$ cat src/rtl/dat_mem_arbiter.sv
// dat_mem_arbiter: two-requester (CSR, controller engine) arbiter for the
// single-port DAT RAM with 1-cycle read latency.
// Build option: define I3C_DAT_ARB_RR_EN for round-robin arbitration;
// otherwise fixed priority (ctl first) with CSR starvation promotion.
module dat_mem_arbiter #(
  parameter int unsigned DatAw   = 7,
  parameter int unsigned DatW    = 64,
  parameter int unsigned MaxWait = 4
) (
  input  logic             clk_i,
  input  logic             rst_ni,

  input  logic             csr_req_i,
  input  logic             csr_write_i,
  input  logic [DatAw-1:0] csr_addr_i,
  input  logic [DatW-1:0]  csr_wdata_i,
  input  logic [DatW-1:0]  csr_wmask_i,
  output logic             csr_gnt_o,
  output logic             csr_rvalid_o,
  output logic [DatW-1:0]  csr_rdata_o,

  input  logic             ctl_req_i,
  input  logic             ctl_write_i,
  input  logic [DatAw-1:0] ctl_addr_i,
  input  logic [DatW-1:0]  ctl_wdata_i,
  input  logic [DatW-1:0]  ctl_wmask_i,
  output logic             ctl_gnt_o,
  output logic             ctl_rvalid_o,
  output logic [DatW-1:0]  ctl_rdata_o,
  input  logic             ctl_lock_i,

  output logic             mem_req_o,
  output logic             mem_write_o,
  output logic [DatAw-1:0] mem_addr_o,
  output logic [DatW-1:0]  mem_wdata_o,
  output logic [DatW-1:0]  mem_wmask_o,
  input  logic [DatW-1:0]  mem_rdata_i
);

  // r_owned: engine was granted last cycle, or held the lock through an idle cycle.
  logic r_owned;
  logic r_rd_pend;
  logic r_rd_own;   // 1: response belongs to ctl, 0: to csr
`ifdef I3C_DAT_ARB_RR_EN
  logic r_last_ctl; // last winner, 0 = csr
`else
  logic [3:0] r_wait;
`endif

  logic w_lock;
  logic w_csr_wins;
  logic w_csr_gnt;
  logic w_ctl_gnt;
  logic w_mem_req;
  logic w_mem_write;

  assign w_lock = r_owned & ctl_lock_i;

`ifdef I3C_DAT_ARB_RR_EN
  assign w_csr_wins = r_last_ctl;
`else
  assign w_csr_wins = (r_wait == 4'(MaxWait));
`endif

  // Grant decision: reset gating, then lock, then contention policy.
  always_comb begin
    w_csr_gnt = 1'b0;
    w_ctl_gnt = 1'b0;
    if (!rst_ni) begin
      w_csr_gnt = 1'b0;
      w_ctl_gnt = 1'b0;
    end else if (w_lock) begin
      w_ctl_gnt = ctl_req_i;
    end else if (csr_req_i && ctl_req_i) begin
      w_csr_gnt = w_csr_wins;
      w_ctl_gnt = ~w_csr_wins;
    end else begin
      w_csr_gnt = csr_req_i;
      w_ctl_gnt = ctl_req_i;
    end
  end

  assign w_mem_req   = w_csr_gnt | w_ctl_gnt;
  assign w_mem_write = w_ctl_gnt ? ctl_write_i : csr_write_i;

  assign csr_gnt_o   = w_csr_gnt;
  assign ctl_gnt_o   = w_ctl_gnt;
  assign mem_req_o   = w_mem_req;
  assign mem_write_o = w_mem_write;
  assign mem_addr_o  = w_ctl_gnt ? ctl_addr_i  : csr_addr_i;
  assign mem_wdata_o = w_ctl_gnt ? ctl_wdata_i : csr_wdata_i;
  assign mem_wmask_o = w_ctl_gnt ? ctl_wmask_i : csr_wmask_i;

  // A response cycle that coincides with reset is suppressed as well.
  assign csr_rvalid_o = rst_ni & r_rd_pend & ~r_rd_own;
  assign ctl_rvalid_o = rst_ni & r_rd_pend &  r_rd_own;
  assign csr_rdata_o  = mem_rdata_i;
  assign ctl_rdata_o  = mem_rdata_i;

  // Read tracking, lock ownership and arbitration history.
  always_ff @(posedge clk_i) begin
    if (!rst_ni) begin
      r_owned    <= 1'b0;
      r_rd_pend  <= 1'b0;
      r_rd_own   <= 1'b0;
`ifdef I3C_DAT_ARB_RR_EN
      r_last_ctl <= 1'b0;
`else
      r_wait     <= 4'd0;
`endif
    end else begin
      r_owned   <= w_ctl_gnt | w_lock;
      r_rd_pend <= w_mem_req & ~w_mem_write;
      r_rd_own  <= w_ctl_gnt;
`ifdef I3C_DAT_ARB_RR_EN
      if (w_mem_req) begin
        r_last_ctl <= w_ctl_gnt;
      end
`else
      if (csr_req_i && !w_csr_gnt) begin
        if (r_wait != 4'(MaxWait)) begin
          r_wait <= r_wait + 4'd1;
        end
      end else begin
        r_wait <= 4'd0;
      end
`endif
    end
  end

endmodule

$ cat config.mk
export PLATFORM = sky130hd
export DESIGN_NAME = dat_mem_arbiter
export DESIGN_NICKNAME = d
export VERILOG_FILES = /design/src/rtl/dat_mem_arbiter.sv
export SDC_FILE = /design/constraint.sdc
export NUM_CORES = 1
export LEC_CHECK = 0
export ABC_AREA = 1
export BUFFER_PORTS_ARGS = -buffer_cell sky130_fd_sc_hd__buf_2
export CAP_MARGIN = 0
export CORE_AREA = 5 5 232 234
export CTS_CLUSTER_DIAMETER = 30
export CTS_CLUSTER_SIZE = 25
export DETAILED_ROUTE_END_ITERATION = 8
export DIE_AREA = 0 0 237 239
export GPL_ROUTABILITY_DRIVEN = 0
export PLACE_DENSITY = 0.3
export RECOVER_POWER = 50
export SLEW_MARGIN = 20
export SYNTH_ARGS = -nofsm -noshare
export SYNTH_HDL_FRONTEND = slang
export SYNTH_SLANG_ARGS = --single-unit
$ cat constraint.sdc
create_clock -name clk_i -period 3.6 [get_ports clk_i]
set_clock_uncertainty 0.15 [all_clocks]
set_input_delay 0.72 -clock clk_i [delete_from_list [all_inputs] [get_ports clk_i]]
set_output_delay 0.72 -clock clk_i [all_outputs]
set_load 0.005 [all_outputs]
==> flow_metrics.env <==
export IMPL_synth_commonest_cells="nand2_1 (419), buf_4 (132), buf_6 (22)"
export IMPL_antenna_found_initial=2
export IMPL_r2r_end="r_rd_pend"
export IMPL_period_share_pct=85.1
export IMPL_clk_pin_slew_worst_paths_ns=0.04
export IMPL_post_cts_resized=0
export IMPL_fin_crit_ns=3.06
export IMPL_syn_cell_area_mm2=0.00317
export IMPL_cts_setup_buffers=0
export IMPL_fp_dieArea_mm2=0.0566
export IMPL_initial_core_util_pct=6.11
export IMPL_async_reset_ff_share_pct=0
export IMPL_antenna_left=0
export IMPL_path_cells="buf_2 > nand2_1 > inv_1 > nor2_1 > nand2_2 > nand2_4 > buf_12 > nand2_1 > nand2_1 > buf_2"
export IMPL_maxCapViolations=0
export IMPL_cp_depth=10
export IMPL_yosysSeqAreaShare_pct=4.43
export IMPL_synth_top_area_cell="nand2_1"
export IMPL_rsz0062_at_grt="false"
export IMPL_die_h_um=239
export IMPL_arrival_ns=2.19
export IMPL_cts_tree="done"
export IMPL_clk_path_buf_depth=2
export IMPL_crit_top_cell="nand2_1"
export IMPL_fin_nets=1228
export IMPL_min_path_type="flip-flop to flip-flop"
export IMPL_cpLargestDelayFamily="simple AND/OR/NAND/NOR gates"
export IMPL_route_detailed_drc=0
export IMPL_netlist_area_leader_share_pct=49.7
export IMPL_ys_warn_count=0
export IMPL_synth_mux_area_share_pct=0
export IMPL_hold_viol=0
export IMPL_peakVddDrop_mv=0.118
export IMPL_cts_buffers=3
export IMPL_setup_ws_ns=0.537
export IMPL_synth_top_family_by_area="simple AND/OR/NAND/NOR gates"
export IMPL_post_synth_top_count_cell="nand2_1"
export IMPL_r2r_cells=8
export IMPL_r2r_slack_ns=1.57
export IMPL_dp_hpwl_um=14000
export IMPL_p_leak_nw=3.08
export IMPL_via_per_inst=2.80
export IMPL_grt_max_degree=82
export IMPL_synth_seq_cells=7
export IMPL_synth_xor_area_share_pct=0.277
export IMPL_maxSlewViolCount=0
export IMPL_nFillCells=6172
export IMPL_clock_latency_ns=0.23
export IMPL_vias=4404
export IMPL_power_density_mw_per_mm2=154
export IMPL_crit_type="primary input to primary output"
export IMPL_crit_required_ns=2.73
export IMPL_top_level_ports=610
export IMPL_status="finished, final reports clean"
export IMPL_avgSynthCellArea_um2=5.13
export IMPL_synth_fa_ha_area_share_pct=0.791
export IMPL_routed_wl_um=15900
export IMPL_synth_compound_area_share_pct=1.11
export IMPL_grt_overflow_total=0
export IMPL_multi_input_area_mm2=0.00173
export IMPL_synth_simple_area_share_pct=52.2
export IMPL_crit_path_end_kind="primary output"
export IMPL_grt_pass1_vias=4563
export IMPL_syn_nets=960
export IMPL_coreArea_mm2=0.0518
export IMPL_dp_slack_ns=0.555
export IMPL_ctsRootBufferMaster="clkbuf_16"
export IMPL_crit_buf_inv=4
export IMPL_drive_gt1_share_pct=48.1
export IMPL_cp_start_kind="primary input"
export IMPL_fin_total_pwr_mw=0.771
export IMPL_htreeDepth=1
export IMPL_synth_ff_type="dfxtp_1"
export IMPL_grt_first_pass_wirelength_um=23100
export IMPL_syn_instance_count=617
export IMPL_setup_violations=0
export IMPL_synth_distinct_cells=18
export IMPL_critPathMaxStageDelay_ns=0.27
export IMPL_cpMaxStageDelayCell="nor2_1"
export IMPL_drtIter0Drc=107
export IMPL_relSlewSlack_pct=63.9
export IMPL_crit_fanout=81
export IMPL_routedWlPerCell_um=10.1
export IMPL_crit_end="mem_wdata_o[10]"
export IMPL_area_delta_synth_final_pct=58.1
export IMPL_ctsHoldBuffers=0
export IMPL_timing_rr_start="r_wait[0]"
export IMPL_drt_pass1_iterations=5
export IMPL_fp_dieW_um=237
export IMPL_fmax_mhz=326
export IMPL_tns_ns=0
export IMPL_cts_sinks=7
export IMPL_portBuffers=417
export IMPL_synth_area_leaders="nand2_1 (50%), buf_4 (31%), buf_6 (7.8%)"
export IMPL_grtUsageTotal_pct=4.91
export IMPL_seq_area_um2=140
export IMPL_crit_path_start="ctl_lock_i"
export IMPL_rows=84
export IMPL_synth_edf_count=0
export IMPL_tightest_slew_ns=0.536
[metrics by stage]
step | hold WS (ns) | instances | util [%] | area (um2)
global placement | 0.348 | 1568 | 9.52 | 4930
finish | 0.345 | 1573 | 9.66 | 5010
CTS | 0.353 | 1572 | 9.67 | 5010
floorplan | 0.319 | 617 | - | 3170
global route | 0.392 | 1573 | 9.66 | 5010
detailed placement | 0.348 | 1568 | 9.52 | 4930
[kinds of logic after synthesis]
logic type      after synthesis
simple gates                434
compound gates                7
fa+ha+maj                     2
buf+inv                     166
flops                         7
xor+xnor                      1
[power breakdown]
part           switching [mW]  internal [mW]
logic                   0.244          0.254
registers             0.00129         0.0809
clock network          0.0425          0.147
[state kept, by name (all words and copies together), names as in the netlist]
name / count
r_owned: 1
r_wait: 4
r_rd_own: 1
r_rd_pend: 1
[worst reg2reg max path: stages, from the launching register on]
cell and delay, ns:
dfxtp_1 0.36, inv_1 0.07, ha_1 0.21, nand2_1 0.11, nor2_4 0.08, a21oi_4 0.22, buf_12 0.29, nor2_1 0.17
nor2_1 0.25
[worst min path at each step]
| stage | start | endpoint | slack, ns | cells after the start |
|---|---|---|---|---|
| floorplan | r_wait[0] | r_wait[0] | 0.32 | 2 |
| global placement | r_wait[0] | r_wait[0] | 0.35 | 2 |
| detailed placement | r_wait[1] | r_wait[1] | 0.35 | 2 |
| CTS | r_wait[1] | r_wait[1] | 0.35 | 2 |
| global route | r_wait[1] | r_wait[1] | 0.39 | 2 |
| finish | r_wait[0] | r_wait[0] | 0.35 | 2 |
[cells in the final DEF, fill, tap and decap left out]
master and count:
clkbuf_16 3, nor2_1 8, dfxtp_1 7, inv_1 8, clkbuf_1 4, xnor2_1 1
a21oi_4 1, buf_2 414, nand2_1 420, o21ai_0 1, nand2_2 1, buf_12 4
nor3_1 1, ha_1 2, nor2_4 1, a21oi_1 5, nand2_4 1, diode_2 1
nand3_1 2
[layout make-up]
cell class	instances	area share [%]
multi-input cells	444	34.6
well taps	688	17.2
repair buffers	421	43.2
inverters	8	0.600
flip-flops and latches	7	2.80
diodes	1	0.0500
clock buffers	4	1.57
[layer usage]
layer | part of all wire [%] | GRT usage (%) | vias up
met4 | 6.2 | 3.17 | 2
met3 | 15 | 2.46 | 44
met2 | 45 | 8.31 | 393
met1 | 33 | 4.74 | 1732
met5 | 0.082 | 0.337 | -
li1 | - | - | 2233
(Power assumes the default switching activity.)
